## config.mk

```make
export PLATFORM = sky130hd
export DESIGN_NAME = sram_ctrl
export DESIGN_NICKNAME = d
export VERILOG_FILES = /design/src/rtl/arm_pkg.sv /design/src/rtl/sram_ctrl.sv
export SDC_FILE = /design/constraint.sdc
export NUM_CORES = 1
export LEC_CHECK = 0
export ABC_AREA = 1
export CAP_MARGIN = 20
export CORE_MARGIN = 8
export CORE_UTILIZATION = 30
export DETAILED_ROUTE_END_ITERATION = 10
export PLACE_DENSITY = 0.66
export SLEW_MARGIN = 20
export SYNTH_ARGS = -nofsm -noshare
export SYNTH_HDL_FRONTEND = slang
export SYNTH_SLANG_ARGS = --single-unit
```

## constraint.sdc

```tcl
create_clock -name clk -period 1.92 [get_ports clk]
set_input_delay 0.288 -clock clk [delete_from_list [all_inputs] [get_ports clk]]
set_output_delay 0.288 -clock clk [all_outputs]
set_load 0.02 [all_outputs]
```

## src/rtl/arm_pkg.sv

```systemverilog
// Shared definitions for the pipeline's data-memory path: SRAM controller state
// encoding and the external SRAM data width.
package arm_pkg;

  typedef enum logic [1:0] {
    IDLE,
    LO,
    HI,
    DONE
  } sram_state_t;

  localparam int unsigned SRAM_DW = 16;

endpackage

```

## src/rtl/sram_ctrl.sv

```systemverilog
// Splits each 32-bit MEM-stage load/store into two half-word SRAM accesses of
// ACCESS_CYCLES cycles each, holding ready low until the word has transferred.
module sram_ctrl
  import arm_pkg::*;
#(
  parameter int unsigned ACCESS_CYCLES = 2,
  parameter int unsigned SRAM_ADDR_W   = 18
) (
  input  logic                   clk,
  input  logic                   rst,
  input  logic                   mem_read,
  input  logic                   mem_write,
  input  logic [31:0]            address,
  input  logic [31:0]            write_data,
  output logic [31:0]            read_data,
  output logic                   ready,
  output logic [SRAM_ADDR_W-1:0] sram_addr,
  output logic [SRAM_DW-1:0]     sram_wdata,
  input  logic [SRAM_DW-1:0]     sram_rdata,
  output logic                   sram_we_n,
  output logic                   sram_oe
);

  localparam logic [3:0] LastCnt = 4'(ACCESS_CYCLES - 1);

  sram_state_t            state_q, state_d;
  logic [3:0]             cnt_q, cnt_d;
  logic                   is_write_q, is_write_d;
  logic [31:0]            read_data_q;
  logic [SRAM_ADDR_W-1:0] addr_q;

  logic req;
  logic last;
  logic active;

  assign req    = mem_read | mem_write;
  assign last   = (cnt_q == LastCnt);
  assign active = (state_q == LO) || (state_q == HI);

  // Byte-offset and bits above the SRAM range are intentionally dropped.
  logic unused_addr_bits;
  assign unused_addr_bits = ^{address[31:SRAM_ADDR_W+1], address[1:0]};

  always_comb begin
    state_d    = state_q;
    cnt_d      = cnt_q;
    is_write_d = is_write_q;
    unique case (state_q)
      IDLE: begin
        if (req) begin
          state_d    = LO;
          cnt_d      = 4'd0;
          is_write_d = mem_write;
        end
      end
      LO: begin
        if (last) begin
          state_d = HI;
          cnt_d   = 4'd0;
        end else begin
          cnt_d = cnt_q + 4'd1;
        end
      end
      HI: begin
        if (last) begin
          state_d = DONE;
          cnt_d   = 4'd0;
        end else begin
          cnt_d = cnt_q + 4'd1;
        end
      end
      DONE: begin
        state_d = IDLE;
      end
      default: begin
        state_d = IDLE;
      end
    endcase
  end

  always_ff @(posedge clk or posedge rst) begin
    if (rst) begin
      state_q    <= IDLE;
      cnt_q      <= 4'd0;
      is_write_q <= 1'b0;
    end else begin
      state_q    <= state_d;
      cnt_q      <= cnt_d;
      is_write_q <= is_write_d;
    end
  end

  // Address is registered so it stays stable across each whole half-word window.
  always_ff @(posedge clk or posedge rst) begin
    if (rst) begin
      addr_q      <= '0;
      read_data_q <= '0;
    end else begin
      if (state_q == IDLE && req) begin
        addr_q <= {address[SRAM_ADDR_W:2], 1'b0};
      end else if (state_q == LO && last) begin
        addr_q[0] <= 1'b1;
      end
      if (!is_write_q && last) begin
        if (state_q == LO) begin
          read_data_q[15:0] <= sram_rdata;
        end else if (state_q == HI) begin
          read_data_q[31:16] <= sram_rdata;
        end
      end
    end
  end

  always_comb begin
    ready      = ((state_q == IDLE) && !req) || (state_q == DONE);
    sram_oe    = active && is_write_q;
    sram_we_n  = !(active && is_write_q);
    sram_wdata = '0;
    if (active && is_write_q) begin
      sram_wdata = (state_q == LO) ? write_data[15:0] : write_data[31:16];
    end
  end

  assign read_data = read_data_q;
  assign sram_addr = addr_q;

endmodule

```

==> impl_results.md, run 1 <==
- WHS: 0.293 ns
- Cell area after synthesis: 2710 µm²
- Max-slew violation total from the final report: 0
- CTS tree: built
- CTS root buf: clkbuf_8
- I/O pin cnt: 153
- CP Max Fanout: 18
- CP most frequent cell: inv_1
- Clock sink count: 57
- Switch share: 42.8%
- Iteration-0 DRC Markers: 145
- Post-route cell area: 4670 µm²
- Total grt overflow: 0
- Layout fillers: 830
- P&R area growth vs syn: 72.0%
- Detailed-route DRC error count: 0
- Ys Warns: 0
- CP Cell Sequence: inv_1 -> ha_4 -> nand2_2 -> buf_12 -> inv_1 -> clkdlybuf4s15_2
- I/O Buffers: 137
- Antenna cells: 0
- First-pass GRT wire length: 14600 µm
- Achievable frequency: 526 MHz
- Initial Util: 31.0%
- RSZ-0062 raised after global routing: true
- Die width: 111 µm
- Dpl cell area: 4320 µm²
- Startpoint Class: register
- Setup crit end kind: output pin
- Post-DRT Antenna Nets: 0
- Int Pwr: 0.00463 W
- Setup tns final: 0 ns
- Nets@finish: 588
- Half-perimeter wire length after detailed placement: 6640 µm
- Worst Hold Class: primary input to async pin
- DR WL/cell: 14.7 µm
- Worst EP arrival: 1.61 ns
- Max rail drop VDD: 0.872 mV
- Final setup violation count: 0
- Slew at the pin closest to its max-slew limit: 0.537 ns
- Die ar.: 12300 µm²
- Num rows: 34
- Die height: 111 µm
- Power share of the combinational group: 59.8%
- Syn_nets: 429
- Clock Path Buffers: 2
- Total vias in the final route: 2766
- Final worst path period share: 99.1%
- Worst skew pair latency: 0.33 ns
- CTS Hold Bufs: 0
- Largest net degree at the start of global routing: 40
- Register area share after synthesis: 52.6%
- Sw Pwr: 0.00346 W
- Relative slew margins: 64.0%
- Total Wirelength: 8970 µm
- Tot GR Track Use: 14.2%
- Post-Syn Instances: 338
- Max_cap viols: 0
- CTS clk-pin slew, worst paths: 0.07 ns
- Flop pwr share: 26.4%
- Fraction of layout cells with a size suffix above 1: 17.6%
- Status: finished, final reports clean
- Crit path time final: 1.90 ns
- Synth cell types: 21
- Vias in the first global route: 2833
- Avg Cell Area, Syn: 8.03 µm²
- CP required: 1.63 ns
- DRT Pass-1 Iters: 5
- Pleak: 2.26 nW
- H-tree depth: 3
- Initial antenna violation count: 0
- Gpl congestion: 0.807
- Critical path's slowest cell: dfrtp_1
- Num CTS Buffers: 9
- Crit Path Class: register to output pin
- Pwr dens: 1730 nW/µm²
- Core area: 8760 µm²
- DR vias/cell: 4.54
- Skew final: 0.00852 ns
- Endpoints failing hold: 0
- Clock share of power: 13.8%
- Seq cells post-synth: 57
- Worst path max stage delay: 0.39 ns
## repair_timing
action | in CTS | in global routing
gates resized for setup | 82 | 45
pin swaps | 0 | 4
endpoints found under the setup margin | 35 | 19
cloned | 0 | 2
buffers inserted | 1 | 2
## cell type report
| cell class | instances | area [µm²] | area share [%] |
|---|---|---|---|
| Timing Repair inverter | 1 | 16.3 | 0.349 |
| Sequential cell | 57 | 1430 | 30.6 |
| Timing Repair Buffer | 161 | 1600 | 34.2 |
| Clock buffer | 12 | 155 | 3.33 |
| Inverter | 17 | 76.3 | 1.64 |
| Tap cell | 108 | 135 | 2.90 |
| Clock inverter | 3 | 40.0 | 0.858 |
| Multi-Input combinational cell | 250 | 1220 | 26.1 |
## worst paths after layout
path / from / endpoint / slack (ns) / depth (start not counted)
hold reg to reg: read_data[22] / read_data[22] / 0.47 / 2
setup / recovery: state_q[0] / sram_oe / 0.02 / 6
min in group clk: read_data[22] / read_data[22] / 0.47 / 2
hold / removal: rst / sram_addr[4] / 0.29 / 2
max in group asynchronous: rst / read_data[12] / 1.06 / 3
setup reg to reg: state_q[0] / read_data[27] / 0.13 / 8
## critical path, delay by kind of cell (launching register included)
family | cells | cell delay [ns]
adder cells (fa/ha/maj) | 1 | 0.22
AND/OR/NAND/NOR | 1 | 0.08
flip-flops | 1 | 0.39
buffers and inverters | 4 | 0.58
## power groups by stage
| stage | sequential, W | clock (W) | combinational [W] |
|---|---|---|---|
| 2_1_floorplan | 0.00278 | 0 | 0.00170 |
| 4_1_cts | 0.00214 | 0.00115 | 0.00453 |
| 5_1_grt | 0.00221 | 0.00120 | 0.00529 |
| 3_5_place_dp | 0.00215 | 0 | 0.00455 |
| 6_report | 0.00214 | 0.00112 | 0.00484 |
| 3_3_place_gp | 0.00213 | 0 | 0.00448 |
## per-layer routing
layer  wire [µm]  global-route usage (%)  part of all wire [%]
met1        3690                    15.9                    41
met2        4520                    24.2                    50
met3         625                    5.47                   7.0
met4         134                    4.44                   1.5
met5           0                       0                     0
## kinds of logic (layout without fill, tap and decap cells)
logic type                 Yosys count  after routing  synth area share (%)
DFF                                 57             57                  52.6
buffers and inverters               31            194                  5.67
adders and majority gates            7              7                  3.23
AOI/OAI and AO/OA                   21             21                  3.97
and+or+nand+nor                    222            222                  34.5
## state kept, by name, indices dropped and copies added, names as in the netlist
name / flops
read_data: 32
cnt_q: 4
is_write_q: 1
sram_addr: 18
state_q: 2
## cells in the final DEF (no fill, tap or decap), types with 2 or more instances in the layout
cell type,count
clkinv_1,2
o21ai_0,4
inv_1,11
clkdlybuf4s50_1,118
clkinv_2,2
nand2_1,165
dfrtp_1,57
buf_12,4
ha_4,2
a21oi_2,10
a21oi_1,6
nand2_2,7
buf_4,29
nor2_4,2
clkbuf_8,11
clkinv_8,2
inv_2,3
nand2_4,3
buf_6,6
nand3_1,40
ha_1,5
## per-stage QoR
| step | setup slack [ns] | cells | util (%) | total power (W) |
|---|---|---|---|---|
| after floorplan | 0.0280 | 338 | - | 0.00447 |
| final | 0.0171 | 609 | 53.2 | 0.00809 |
| after CTS | 0.0000251 | 605 | 51.0 | 0.00782 |
| after detailed placement | -0.271 | 589 | 49.3 | 0.00670 |
| after global routing | -0.0590 | 609 | 53.2 | 0.00870 |
| after global placement | -0.208 | 589 | 49.3 | 0.00662 |
## cell usage after synthesis (all sizes together)
library cell	n	area share, %
ha	7	3.2
a21oi	16	3.0
nor3	1	0.60
buf	11	2.9
or2	1	0.23
clkbuf	3	0.42
nand3	41	7.7
dfrtp	57	53
o21ai	4	0.74
nor2	3	0.97
nand4	1	0.23
nand2	175	25
o21a	1	0.28
inv	15	2.1
clkinv	2	0.28
Note: power is estimated with default switching activity, not from simulation.
==> run 2, diff against run 1 <==
==> constraint.sdc (replaced) <==
create_clock -name clk -period 2.4 [get_ports clk]
set_input_delay 0.36 -clock clk [delete_from_list [all_inputs] [get_ports clk]]
set_output_delay 0.36 -clock clk [all_outputs]
set_load 0.02 [all_outputs]
==> impl_results.md, run 2 (synthesis gave the netlist of run 1 again) <==
- Status: finished, final reports clean
- Tot GR Track Use: 13.7% (-0.46 points)
- CTS tree: built
- Max reg flops: 32 (unchanged)
- I/O pin cnt: 153 (unchanged)
- First-pass GRT wire length: 13900 µm (-4.7%)
- Power share of the combinational group: 54.4% (-5.4 points)
- DR vias/cell: 4.45 (-2.0%)
- Startpoint Class: register
- Pwr dens: 1390 nW/µm² (-20%)
- Seq. cell area: 1430 µm² (unchanged)
- Worst Hold Class: primary input to async pin
- Vias in the first global route: 2737 (-3.4%)
- RSZ-0062 raised after global routing: false
- Total Wirelength: 8550 µm (-4.7%)
- Area of the multi-input gates: 1130 µm² (-7.0%)
- Die width: 111 µm (unchanged)
- Slew at the pin closest to its max-slew limit: 0.581 ns (+0.0437 ns)
- Nets@finish: 572 (-2.7%)
- Setup tns final: 0 ns (unchanged)
- Final setup violation count: 0 (unchanged)
- Max-slew violation total from the final report: 0 (unchanged)
- Total grt overflow: 0 (unchanged)
- Most frequent cells in the layout: nand2_1 (173), clkdlybuf4s50_1 (119), dfrtp_1 (57)
- H-tree depth: 3 (unchanged)
- Fraction of layout cells with a size suffix above 1: 7.41% (-10 points)
- Flop pwr share: 27.9% (+1.5 points)
- CTS clk-pin slew, worst paths: 0.07 ns (about the same)
- Iteration-0 DRC Markers: 158 (+9.0%)
- Post-DRT Antenna Nets: 0 (unchanged)
- CP required: 2.04 ns (+0.41 ns)
- DR WL/cell: 14.4 µm (-2.3%)
- I/O Buffers: 137 (unchanged)
- DRT Pass-1 Iters: 4 (-1)
- Clock sink count: 57 (unchanged)
- Die ar.: 12300 µm² (unchanged)
- CP Max Fanout: 4 (-14)
- Int Pwr: 0.00357 W (-23%)
- Worst EP arrival: 1.91 ns (+0.30 ns)
- Layout fillers: 854 (+2.9%)
- Skew final: 0.0113 ns (+0.00275 ns)
- Crit path time final: 2.27 ns
- Reg2Reg Setup Slack: 0.65 ns (+0.52 ns)
- Clock Path Buffers: 2 (unchanged)
- Final Power: 0.00618 W (-24%)
- Die height: 111 µm (unchanged)
- CTS root buf: clkbuf_8
- Max rail drop VDD: 0.637 mV (-27%)
- Sw Pwr: 0.00261 W (-25%)
- Largest net degree at the start of global routing: 58 (+45%)
- Initial Util: 31.0% (unchanged)
- Endpoints failing hold: 0 (unchanged)
- Pleak: 2.22 nW (-2.1%)
- Total vias in the final route: 2645 (-4.4%)
- P&R area growth vs syn: 64.0%
- Setup crit end kind: output pin
- Switch share: 42.2% (-0.55 points)
- Antenna cells: 0 (unchanged)
- Most common cell after layout, fill and taps aside: nand2_1
- Detailed-route DRC error count: 0 (unchanged)
- Num CTS Buffers: 9 (unchanged)
- Final worst path period share: 94.5%
- Relative slew margins: 61.1% (-2.9 points)
- Gpl congestion: 0.786 (-2.5%)
- Worst skew pair latency: 0.33 ns (about the same)
- Initial antenna violation count: 0 (unchanged)
- Core area: 8760 µm² (unchanged)
- Num rows: 34 (unchanged)
- Clock share of power: 17.7% (+3.9 points)
- Achievable frequency: 441 MHz
- Half-perimeter wire length after detailed placement: 6370 µm (-4.1%)
- Crit Path Class: register to output pin
- Worst reg2reg path depth: 5 (-3)
- Max_cap viols: 0 (unchanged)
==> run 2: changes by cell type in the layout (fill, tap and decap cells not counted), moves of 6 or more <==
cell,before,now
a21oi_2,10,0
buf_4,29,7
dlygate4sd2_1,1,17
nand2_1,165,173
buf_6,6,0
a21oi_1,6,16
nand2_2,7,0
==> run 2: stage by stage <==
step	hold slack (ns)	instance area, µm²	worst slack, ns	util, %	cells
after floorplan	0.470	2710	0.436	-	338
after global placement	0.456	4220	0.167	48.2	578
after detailed placement	0.457	4220	0.131	48.2	578
after CTS	0.407	4450	0.0938	50.7	594
after global routing	0.433	4450	0.00507	50.8	594
final	0.409	4450	0.132	50.8	594
==> run 2: worst paths after layout <==
kind                         startpoint       endpoint
setup / recovery             state_q[0]          ready
min in group clk           read_data[4]   read_data[4]
hold / removal                      rst   sram_addr[0]
hold reg to reg            read_data[4]   read_data[4]
max in group asynchronous           rst  read_data[29]
setup reg to reg             state_q[0]       cnt_q[0]
==> run 2: timing repair <==
| action | 4_1_cts | 5_1_grt |
|---|---|---|
| gates resized for setup | 20 | 1 |
| endpoints found under the hold margin | 0 | 0 |
| endpoints found under the setup margin | 18 | 1 |
| buffers inserted | 0 | 0 |
| hold buffers | 0 | 0 |
==> run 2: critical path: stages, from the launching register on <==
cell	delay, ns
dfrtp_1	0.42
inv_1	0.12
ha_1	0.23
nand3_1	0.11
nand2_1	0.07
clkdlybuf4s50_1	0.62
==> run 2: layout make-up <==
type | instances | area share [%]
flip-flops and latches | 57 | 32.1
well taps | 108 | 3.04
multi-input cells | 250 | 25.5
repair buffers | 146 | 32.4
clock buffers | 10 | 3.09
clock inverters | 6 | 2.36
inverters | 17 | 1.49
==> run 2: per-layer routing <==
layer | wire (µm) | track usage, % | up-vias
met3 | 654 | 6.33 | 10
met1 | 3470 | 14.7 | 1219
li1 | - | - | 1345
met5 | 0 | 0 | -
met4 | 112 | 4.36 | 0
met2 | 4300 | 23.4 | 71
==> run 2: power groups by stage <==
stage | clock network, W | registers [W] | logic (W)
2_1_floorplan | 0 | 0.00222 | 0.00136
3_3_place_gp | 0 | 0.00172 | 0.00343
3_5_place_dp | 0 | 0.00174 | 0.00349
4_1_cts | 0.00114 | 0.00173 | 0.00342
5_1_grt | 0.00117 | 0.00178 | 0.00370
6_report | 0.00110 | 0.00172 | 0.00337
==> run 3, diff against run 2 <==
--- a/config.mk
+++ b/config.mk
@@ -11,6 +11,7 @@
 export CORE_UTILIZATION = 30
 export DETAILED_ROUTE_END_ITERATION = 10
 export PLACE_DENSITY = 0.66
+export SETUP_SLACK_MARGIN = 0.15
 export SLEW_MARGIN = 20
 export SYNTH_ARGS = -nofsm -noshare
 export SYNTH_HDL_FRONTEND = slang
==> impl_results.md, run 3 (synthesis gave the netlist of run 1 again) <==
- Status: finished, final reports clean
- Relative slew margins: 61.1% (about the same)
- Crit Reg-Reg Endpoint: cnt_q[0]
- Setup tns final: 0 ns (unchanged)
- P&R area growth vs syn: 62.9%
- Detailed-route DRC error count: 0 (unchanged)
- Sw Pwr: 0.00263 W (+0.62%)
- Dpl cell area: 4220 µm² (unchanged)
- Gpl congestion: 0.786 (unchanged)
- Most frequent cells in the layout: nand2_1 (173), clkdlybuf4s50_1 (118), dfrtp_1 (56)
- Max-slew violation total from the final report: 0 (unchanged)
- Reg2Reg Setup Slack: 0.66 ns (about the same)
- Non-filler cells, final: 596 (+0.34%)
- DRT Pass-1 Iters: 4 (unchanged)
- Vias in the first global route: 2737 (unchanged)
- Worst EP arrival: 1.87 ns (-0.04 ns)
- CTS root buf: clkbuf_8
- Setup crit end kind: output pin
- Core Util, Final: 50.4% (-0.34 points)
- Largest net degree at the start of global routing: 58 (unchanged)
- Initial antenna violation count: 0 (unchanged)
- Initial Util: 31.0% (unchanged)
- Fraction of layout cells with a size suffix above 1: 11.1% (+3.7 points)
- Num rows: 34 (unchanged)
- Antenna cells: 0 (unchanged)
- DR WL/cell: 14.4 µm (+0.12%)
- Pwr dens: 1400 nW/µm² (+0.98%)
- Endpoints failing hold: 0 (unchanged)
- Crit Path Class: register to output pin
- Clock Path Buffers: 2 (unchanged)
- CP required: 2.04 ns (about the same)
- Final setup violation count: 0 (unchanged)
- Max rail drop VDD: 0.632 mV (-0.64%)
- DR vias/cell: 4.51 (+1.2%)
- First-pass GRT wire length: 13900 µm (+0.10%)
- Core area: 8760 µm² (unchanged)
- CTS clk-pin slew, worst paths: 0.07 ns (about the same)
- Pre-CTS setup slack: 0.131 ns (unchanged)
- R2R Path Start: state_q[1]
- Num CTS Buffers: 9 (unchanged)
- H-tree depth: 3 (unchanged)
- Int Pwr: 0.00358 W (about the same)
- Total grt overflow: 0 (unchanged)
- CP Max Fanout: 18 (+14)
- Total vias in the final route: 2687 (+1.6%)
- Critical path's slowest cell: dfrtp_1
- Nets@finish: 574 (+0.35%)
- Power share of the combinational group: 54.5% (about the same)
- Max_cap viols: 0 (unchanged)
- Post-DRT Antenna Nets: 0 (unchanged)
- Iteration-0 DRC Markers: 147 (-7.0%)
- Worst Hold Class: primary input to async pin
- RSZ-0062 raised after global routing: true
- Clock share of power: 17.7% (about the same)
- Most common cell after layout, fill and taps aside: nand2_1
- Post-route cell area: 4420 µm² (-0.68%)
- Slew at the pin closest to its max-slew limit: 0.580 ns (-0.000899 ns)
- Crit path time final: 2.23 ns (-0.0422 ns)
- Cell Count Post-Placement: 578 (unchanged)
- Worst setup margin: 0.174 ns (+0.0422 ns)
- Pleak: 2.19 nW (-1.3%)
- Achievable frequency: 449 MHz (+1.9%)
- I/O pin cnt: 153 (unchanged)
- I/O Buffers: 137 (unchanged)
- Clock sink count: 57 (unchanged)
- CTS tree: built
- Final worst path period share: 92.7% (-1.8 points)
- CP Cell Sequence: inv_1 -> ha_1 -> nand2_1 -> buf_12 -> a21oi_1 -> clkdlybuf4s15_1
- Total Wirelength: 8580 µm (+0.46%)
- Startpoint Class: register
- Die ar.: 12300 µm² (unchanged)
- Flop pwr share: 27.8% (about the same)
- Die width: 111 µm (unchanged)
- Die height: 111 µm (unchanged)
- Switch share: 42.4% (+0.13 points)
- Half-perimeter wire length after detailed placement: 6370 µm (unchanged)
- Worst skew pair latency: 0.33 ns (about the same)
- Worst reg2reg path depth: 5 (unchanged)
- Max reg flops: 32 (unchanged)
- Tot GR Track Use: 13.7% (about the same)
- Worst path max stage delay: 0.39 ns (-0.23 ns)
- Skew final: 0.0109 ns (-0.000414 ns)
[run 3: cell types whose count changed in the layout (fill, tap and decap cells not counted)]
cell,change
ha_2,-1
ha_4,+1
clkbuf_2,+4
clkdlybuf4s15_1,+1
buf_2,+11
clkdlybuf4s50_1,-1
dfrtp_1,-1
dfrtp_2,+1
buf_4,+2
dlygate4sd2_1,-15
[run 3: what timing repair did]
action	in CTS	in global routing
pin swaps	0	0
gates resized for setup	47	19
endpoints found under the hold margin	0	0
setup buffers	0	2
endpoints found under the setup margin	19	17
hold buffers	0	0
[run 3: layer usage]
layer  GRT usage (%)  up-vias  routed length, µm
met2            23.4       80               4310
met3            6.33        9                677
met1            14.7     1249               3490
li1                -     1349                  -
met4            4.36        0                108
met5               0        -                  0
[run 3: critical path: cells and delay by family (launching register included)]
family	cells	cell delay, ns
DFF	1	0.39
buffers and inverters	3	0.61
adders and majority gates	1	0.31
and+or+nand+nor	1	0.09
AOI/OAI and AO/OA	1	0.12
[run 3: area by class of cell]
type / count / area (µm²)
Fill cell: 851 / 4350
Sequential cell: 57 / 1430
Timing Repair Buffer: 148 / 1400
Multi-Input combinational cell: 250 / 1140
Clock buffer: 10 / 138
Tap cell: 108 / 135
Clock inverter: 6 / 105
Inverter: 17 / 66.3
[run 3: power by group through the flow]
stage / clock network (W) / logic [W] / registers [W]
6_report: 0.00110 / 0.00338 / 0.00172
5_1_grt: 0.00117 / 0.00372 / 0.00178
4_1_cts: 0.00114 / 0.00345 / 0.00173
3_5_place_dp: 0 / 0.00349 / 0.00174
3_3_place_gp: 0 / 0.00343 / 0.00172
2_1_floorplan: 0 / 0.00136 / 0.00222
[run 3: through the flow]
stage / power, W / hold slack [ns]
finish: 0.00620 / 0.406
global route: 0.00667 / 0.433
CTS: 0.00632 / 0.407
detailed placement: 0.00523 / 0.457
global placement: 0.00515 / 0.456
floorplan: 0.00358 / 0.470
[run 3: worst max path at each step]
stage                           from  slack [ns]  cells past startpoint        endpoint
after floorplan           state_q[0]        0.44                      6  sram_wdata[10]
after global placement    state_q[1]        0.17                      6   sram_wdata[6]
after detailed placement  state_q[1]        0.13                      6   sram_wdata[8]
after CTS                 state_q[0]        0.10                      6   sram_wdata[8]
after global routing      state_q[1]        0.06                      6   sram_wdata[8]
final                     state_q[1]        0.17                      6   sram_wdata[8]
